==> src/rtl/rtc_frame_fetch.sv <==
// Periodic nine-register RTC fetch into shadow registers, committed atomically
// once every FRAME_DIV frame starts; yields to user writes, aborts on bus timeout.
//
//   state  | meaning
//   IDLE   | waiting for a divided frame-start trigger
//   HOLD   | bus released (gap between reads, or yielding to a user write)
//   REQ    | read of register idx outstanding, timeout running
//   COMMIT | staged values copied to shadows, one-cycle done pulse
module rtc_frame_fetch #(
  parameter int FRAME_DIV   = 4,
  parameter int TIMEOUT_CYC = 64
) (
  input  logic       clk_i,
  input  logic       rst_ni,
  input  logic       frame_start_i,
  input  logic       wr_pend_i,
  output logic       bus_req_o,
  output logic [7:0] bus_addr_o,
  input  logic       bus_ack_i,
  input  logic [7:0] bus_rdata_i,
  output logic [7:0] dia_t_o,
  output logic [7:0] mes_t_o,
  output logic [7:0] ano_t_o,
  output logic [7:0] hora_t_o,
  output logic [7:0] minuto_t_o,
  output logic [7:0] segundo_t_o,
  output logic [7:0] horat_t_o,
  output logic [7:0] minutot_t_o,
  output logic [7:0] segundot_t_o,
  output logic       busy_o,
  output logic       update_done_o,
  output logic       err_o
);

  typedef enum logic [1:0] {S_IDLE, S_HOLD, S_REQ, S_COMMIT} state_t;

  localparam logic [3:0] DIV_LAST = 4'(FRAME_DIV - 1);
  localparam logic [7:0] TMO_LOAD = 8'(TIMEOUT_CYC - 1);
  localparam logic [3:0] LAST_IDX = 4'd8;

  function automatic logic [7:0] reg_addr(input logic [3:0] idx);
    case (idx)
      4'd0:    reg_addr = 8'h24;
      4'd1:    reg_addr = 8'h25;
      4'd2:    reg_addr = 8'h26;
      4'd3:    reg_addr = 8'h23;
      4'd4:    reg_addr = 8'h22;
      4'd5:    reg_addr = 8'h21;
      4'd6:    reg_addr = 8'h43;
      4'd7:    reg_addr = 8'h42;
      4'd8:    reg_addr = 8'h41;
      default: reg_addr = 8'h00;
    endcase
  endfunction

  state_t          state_q, state_d;
  logic [3:0]      div_q, div_d;
  logic [3:0]      idx_q, idx_d;
  logic [7:0]      tmo_q, tmo_d;
  logic [7:0]      addr_q, addr_d;
  logic            err_q, err_d;
  logic [8:0][7:0] stage_q, stage_d;
  logic [8:0][7:0] shadow_q, shadow_d;
  logic            trigger;

  assign trigger = frame_start_i && (div_q == DIV_LAST);

  always_ff @(posedge clk_i or negedge rst_ni) begin
    if (!rst_ni) begin
      state_q  <= S_IDLE;
      div_q    <= '0;
      idx_q    <= '0;
      tmo_q    <= '0;
      addr_q   <= '0;
      err_q    <= 1'b0;
      stage_q  <= '0;
      shadow_q <= '0;
    end else begin
      state_q  <= state_d;
      div_q    <= div_d;
      idx_q    <= idx_d;
      tmo_q    <= tmo_d;
      addr_q   <= addr_d;
      err_q    <= err_d;
      stage_q  <= stage_d;
      shadow_q <= shadow_d;
    end
  end

  always_comb begin
    state_d  = state_q;
    div_d    = div_q;
    idx_d    = idx_q;
    tmo_d    = tmo_q;
    addr_d   = addr_q;
    err_d    = err_q;
    stage_d  = stage_q;
    shadow_d = shadow_q;

    // The divider runs in every state so trigger phase is independent of fetch length.
    if (frame_start_i) div_d = trigger ? 4'd0 : div_q + 4'd1;

    case (state_q)
      S_IDLE: begin
        if (trigger) begin
          state_d = S_HOLD;
          idx_d   = '0;
        end
      end
      S_HOLD: begin
        if (!wr_pend_i) begin
          state_d = S_REQ;
          addr_d  = reg_addr(idx_q);
          tmo_d   = TMO_LOAD;
        end
      end
      S_REQ: begin
        if (bus_ack_i) begin
          stage_d[idx_q] = bus_rdata_i;
          if (idx_q == LAST_IDX) begin
            // Last byte goes straight into the shadows on the same edge it is captured.
            state_d  = S_COMMIT;
            shadow_d = stage_d;
            err_d    = 1'b0;
          end else begin
            state_d = S_HOLD;
            idx_d   = idx_q + 4'd1;
          end
        end else if (tmo_q == 8'd0) begin
          state_d = S_IDLE;
          err_d   = 1'b1;
          stage_d = '0;
        end else begin
          tmo_d = tmo_q - 8'd1;
        end
      end
      S_COMMIT: state_d = S_IDLE;
      default:  state_d = S_IDLE;
    endcase
  end

  assign bus_req_o     = (state_q == S_REQ);
  assign bus_addr_o    = addr_q;
  assign busy_o        = (state_q != S_IDLE);
  assign update_done_o = (state_q == S_COMMIT);
  assign err_o         = err_q;

  assign dia_t_o      = shadow_q[0];
  assign mes_t_o      = shadow_q[1];
  assign ano_t_o      = shadow_q[2];
  assign hora_t_o     = shadow_q[3];
  assign minuto_t_o   = shadow_q[4];
  assign segundo_t_o  = shadow_q[5];
  assign horat_t_o    = shadow_q[6];
  assign minutot_t_o  = shadow_q[7];
  assign segundot_t_o = shadow_q[8];

endmodule
==> config.mk <==
export PLATFORM = sky130hd
export DESIGN_NAME = rtc_frame_fetch
export DESIGN_NICKNAME = d
export VERILOG_FILES = /design/src/rtl/rtc_frame_fetch.sv
export SDC_FILE = /design/constraint.sdc
export NUM_CORES = 1
export LEC_CHECK = 0
export CAP_MARGIN = 5
export CORE_ASPECT_RATIO = 1.5
export CORE_MARGIN = 2
export CORE_UTILIZATION = 25
export DETAILED_ROUTE_END_ITERATION = 16
export SLEW_MARGIN = 20
export SYNTH_ARGS = -nofsm -noshare
export SYNTH_HDL_FRONTEND = slang
export SYNTH_SLANG_ARGS = --single-unit
export TNS_END_PERCENT = 20
==> constraint.sdc <==
create_clock -name clk_i -period 1.92 [get_ports clk_i]
set_input_delay 0.192 -clock clk_i [delete_from_list [all_inputs] [get_ports clk_i]]
set_output_delay 0.192 -clock clk_i [all_outputs]
set_load 0.01 [all_outputs]
==> results.md <==
* First-pass DRT Iterations at 5
* Critical Path RT at 2.24 ns
* Leakage at 4.85 nW
* Routed wire length at 23800 um
* Final Wtd Congestion at 0.815
* Period Utilization, post-route at 99.0%
* Net Switching at 3.57 mW
* Reg2reg path depth at 7
* Hold Path Class: in2async
* Met2 wirelength from detailed routing at 11900 um
* Per-cell via count in the routed design at 4.79
* NumNets Final at 850
* Top layer used by detailed routing: met4
* Post-route setup slack at 0.0191 ns
* Maximum number of pins on one net before global-route repair at 66
* Clk_lat worst skew at 0.44 ns
* Number of different library cells in the post-synthesis netlist at 48
* Setup violations, final at 0
* Synthesis-stage register bit count at 160
* Number of global-route vias before repair at 6084
* Part of the power in combinational logic at 33.4%
* Syn Inst Count at 696
* Mean routed wirelength per cell at 19.0 um
* Via total after detailed routing at 5997
* Met3 layer wire length in the routed design at 1530 um
* Outcome: finished, final reports clean
* Initial core utilization at 25.2%
* Synthesized area divided by synthesized cell count at 11.4 um^2
* Total number of H-tree levels at 4
* Area Growth Syn to Fin at 34.9%
* Worst stage delay on the critical path at 0.50 ns
* Fmax achieved at 526 MHz
* Core Rows at 80
* Share of the yosys chip area belonging to registers at 50.4%
* Shortest clock period the worst path allows after layout at 1.90 ns
* Proportion of power drawn by flip-flops and latches at 34.3%
* Critical path peak fanout at 16
* Share of post-route cells with drive strength above 1 at 33.4%
* Crit-path slowest cell: sky130_fd_sc_hd__or4b_4
* Total congestion overflow after global routing at 0
* Worst ir drop on vdd at 0.537 mV
* Antenna fix cells at 0
* Count of fill cells added during filler insertion at 3103
* Worst setup path class: reg2reg
* Proportion of power drawn by the clock network at 32.3%
* Total global-route track usage at 14.0%
* Synthesis warning total at 0
* Worst Tran Pin Value at 0.788 ns
* Antenna violations before repair at 0
* Setup Slack @ Placement at -0.0132 ns
* Final max-slew violation count at 0
* Cell at the root of the clock tree: sky130_fd_sc_hd__clkbuf_16
* Worst EP arrival at 2.22 ns
* Power density normalized to cell area at 1110 nW/um^2
* Clk sink count at 160
* # Max-Cap Violations at 0
* DIE AREA at 33300 um^2
* R2R Setup Slk at 0.02 ns
* CP Launch Type: register
* Internal power of the cells at 8.28 mW
* Number of CTS-inserted buffers at 17
* # port buffers at 93
* Placed inst area at 9820 um^2
* WL met1 at 9550 um
* CP Capture Type: register
* Top-Level Pins at 97
* HPWL after DPL at 15700 um
* Post-Synthesis Cell Area at 7950 um^2
* Worst path cell trace: inv_2 -> ha_1 -> or4b_4 -> nor3_4 -> buf_4 -> buf_8 -> o21ai_0
* Number of design-rule violations left by the first detailed-router iteration at 313
* Worst R2R Start: tmo_q[0]
* Relative slew slack at 47.4%
* Worst-path clk slew at 0.06 ns
* RSZ-0062 raised after global routing: true
* Total non-filler cell area in the finished layout at 10700 um^2
* Die boundary height at 222 um
* Chip Width at 150 um
* Max Root-Sink Buffers at 2
* Post-route antenna net violation count at 0
* Placeable core region at 31500 um^2
* Remaining design rule violation count at 0
* Endpoint of the most critical register-to-register path: stage_q[1]
* Worst Clk Skew at 0.00704 ns
* TritonCTS clock tree: done
* First-pass GRT wire length at 35600 um
* Final count of hold timing violations at 0
* Switching power share of the total at 30.1%
[critical path: cells and delay by family (launching register included)]
family / cells / cell delay [ns]
flip-flops: 1 / 0.39
buffers and inverters: 3 / 0.40
AO/OA/AOI/OAI: 1 / 0.11
AND/OR/NAND/NOR: 2 / 0.71
adder cells (fa/ha/maj): 1 / 0.14
[metal layers]
metal | vias up | track usage, %
met1 | 2998 | 16.8
met3 | 49 | 4.23
met2 | 186 | 22.8
met5 | - | 0
li1 | 2764 | -
met4 | 0 | 6.67
[power by group through the flow]
stage	Clock (mW)	Sequential (mW)	Combinational [mW]
floorplan	0	4.19	2.07
detailed placement	0	4.12	3.89
global placement	0	4.11	3.85
CTS	3.91	4.07	3.92
global route	4.04	4.13	4.31
finish	3.83	4.06	3.97
[timing repair]
action,in CTS,in global routing
buffers inserted,0,5
endpoints found under the setup margin,20,126
resized for setup,6,39
pin swaps,0,3
endpoints found under the hold margin,45,0
cloned,0,7
hold buffers,1,0
[cells by family after synthesis]
group / synth area share [%]
xor+xnor: 0.110
other cells: 0.0472
mux: 21.2
fa+ha+maj: 1.42
buf+inv: 4.22
compound gates: 11.6
simple gates: 11.0
flops: 50.4
[through the flow]
step	std cells	util, %	TNS [ns]	total power, mW	hold slack, ns
5_1_grt	1251	34.0	-3.12	12.5	0.305
3_5_place_dp	1206	31.2	-0.0136	8.01	0.191
2_1_floorplan	698	-	-0.0217	6.27	-0.104
6_report	1251	34.0	0	11.9	0.278
4_1_cts	1239	33.3	0	11.9	0.277
3_3_place_gp	1206	31.2	0	7.96	0.182
[synth_stat cells, drive strengths merged]
cell | n | area [um^2]
a32oi | 1 | 8.76
buf | 23 | 125
nand2 | 76 | 285
and3b | 8 | 70.1
nand3 | 3 | 15.0
nand4b | 4 | 35.0
clkbuf | 46 | 180
a21oi | 1 | 5.00
mux2 | 140 | 1580
nor4 | 1 | 21.3
nor4bb | 4 | 40.0
a21o | 2 | 15.0
and4b | 4 | 40.0
dfrtp | 160 | 4000
and4bb | 1 | 12.5
nand4bb | 1 | 11.3
or4b | 1 | 10.0
mux2i | 11 | 110
and2 | 2 | 12.5
o211ai | 3 | 22.5
nor3 | 3 | 26.3
o21ai | 70 | 350
a211oi | 1 | 7.51
nor3b | 6 | 65.1
or3b | 1 | 8.76
xnor2 | 1 | 8.76
a31oi | 1 | 6.26
inv | 8 | 30.0
or3 | 3 | 20.0
ha | 9 | 113
nand4 | 4 | 25.0
or2 | 1 | 6.26
a22oi | 66 | 495
nand3b | 8 | 60.1
nor2 | 13 | 51.3
or4bb | 3 | 33.8
nor2b | 2 | 12.5
conb | 1 | 3.75
o2111ai | 1 | 8.76
nand2b | 2 | 12.5
[registers in the layout, summed over array words and instances (netlist names)]
register      cells
mes_t_o           8
dia_t_o           8
hora_t_o          8
minutot_t_o       8
ano_t_o           8
segundo_t_o       8
idx_q             4
err_o             1
segundot_t_o      8
horat_t_o         8
minuto_t_o        8
state_q           2
bus_addr_o        5
stage_q          64
div_q             4
tmo_q             8
[cells in the final DEF (no fill, tap or decap), types with 3 or more instances in the layout]
cell / n
sky130_fd_sc_hd__dfrtp_1: 159
sky130_fd_sc_hd__mux2_2: 140
sky130_fd_sc_hd__clkdlybuf4s50_1: 90
sky130_fd_sc_hd__nand2_1: 76
sky130_fd_sc_hd__a22oi_1: 66
sky130_fd_sc_hd__buf_4: 62
sky130_fd_sc_hd__o21ai_0: 42
sky130_fd_sc_hd__o21ai_1: 28
sky130_fd_sc_hd__clkbuf_16: 21
sky130_fd_sc_hd__buf_12: 13
sky130_fd_sc_hd__nor2_1: 11
sky130_fd_sc_hd__mux2i_1: 11
sky130_fd_sc_hd__nand3b_1: 8
sky130_fd_sc_hd__and3b_1: 8
sky130_fd_sc_hd__buf_6: 7
sky130_fd_sc_hd__inv_1: 5
sky130_fd_sc_hd__ha_1: 5
sky130_fd_sc_hd__bufinv_16: 5
sky130_fd_sc_hd__nand4_1: 4
sky130_fd_sc_hd__nor4bb_1: 4
sky130_fd_sc_hd__nand4b_1: 4
sky130_fd_sc_hd__and4b_1: 4
sky130_fd_sc_hd__ha_2: 4
sky130_fd_sc_hd__inv_2: 3
sky130_fd_sc_hd__nor3b_2: 3
sky130_fd_sc_hd__o211ai_1: 3
sky130_fd_sc_hd__nand3_1: 3
sky130_fd_sc_hd__conb_1: 3
sky130_fd_sc_hd__clkbuf_8: 3
sky130_fd_sc_hd__clkbuf_1: 3
[worst max-delay path by stage]
stage	startpoint	endpoint	slack, ns	cells past startpoint
2_1_floorplan	idx_q[1]	mes_t_o[0]	-0.003	5
3_3_place_gp	bus_ack_i	segundo_t_o[5]	0.009	5
3_5_place_dp	tmo_q[0]	stage_q[37]	-0.01	6
4_1_cts	state_q[0]	busy_o	0.009	4
5_1_grt	tmo_q[0]	stage_q[0]	-0.05	7
6_report	tmo_q[0]	stage_q[1]	0.02	7
[layout make-up]
type                            count  area [um^2]  area share (%)
Sequential cell                   160         4010            37.4
Clock buffer                       23          478            4.46
Timing Repair Buffer              180         1850            17.3
Clock inverter                      9          179            1.67
Tap cell                          410          513            4.79
Inverter                            8         30.0           0.280
Multi-Input combinational cell    461         3660            34.2
Note: power is estimated with default switching activity, not from simulation.
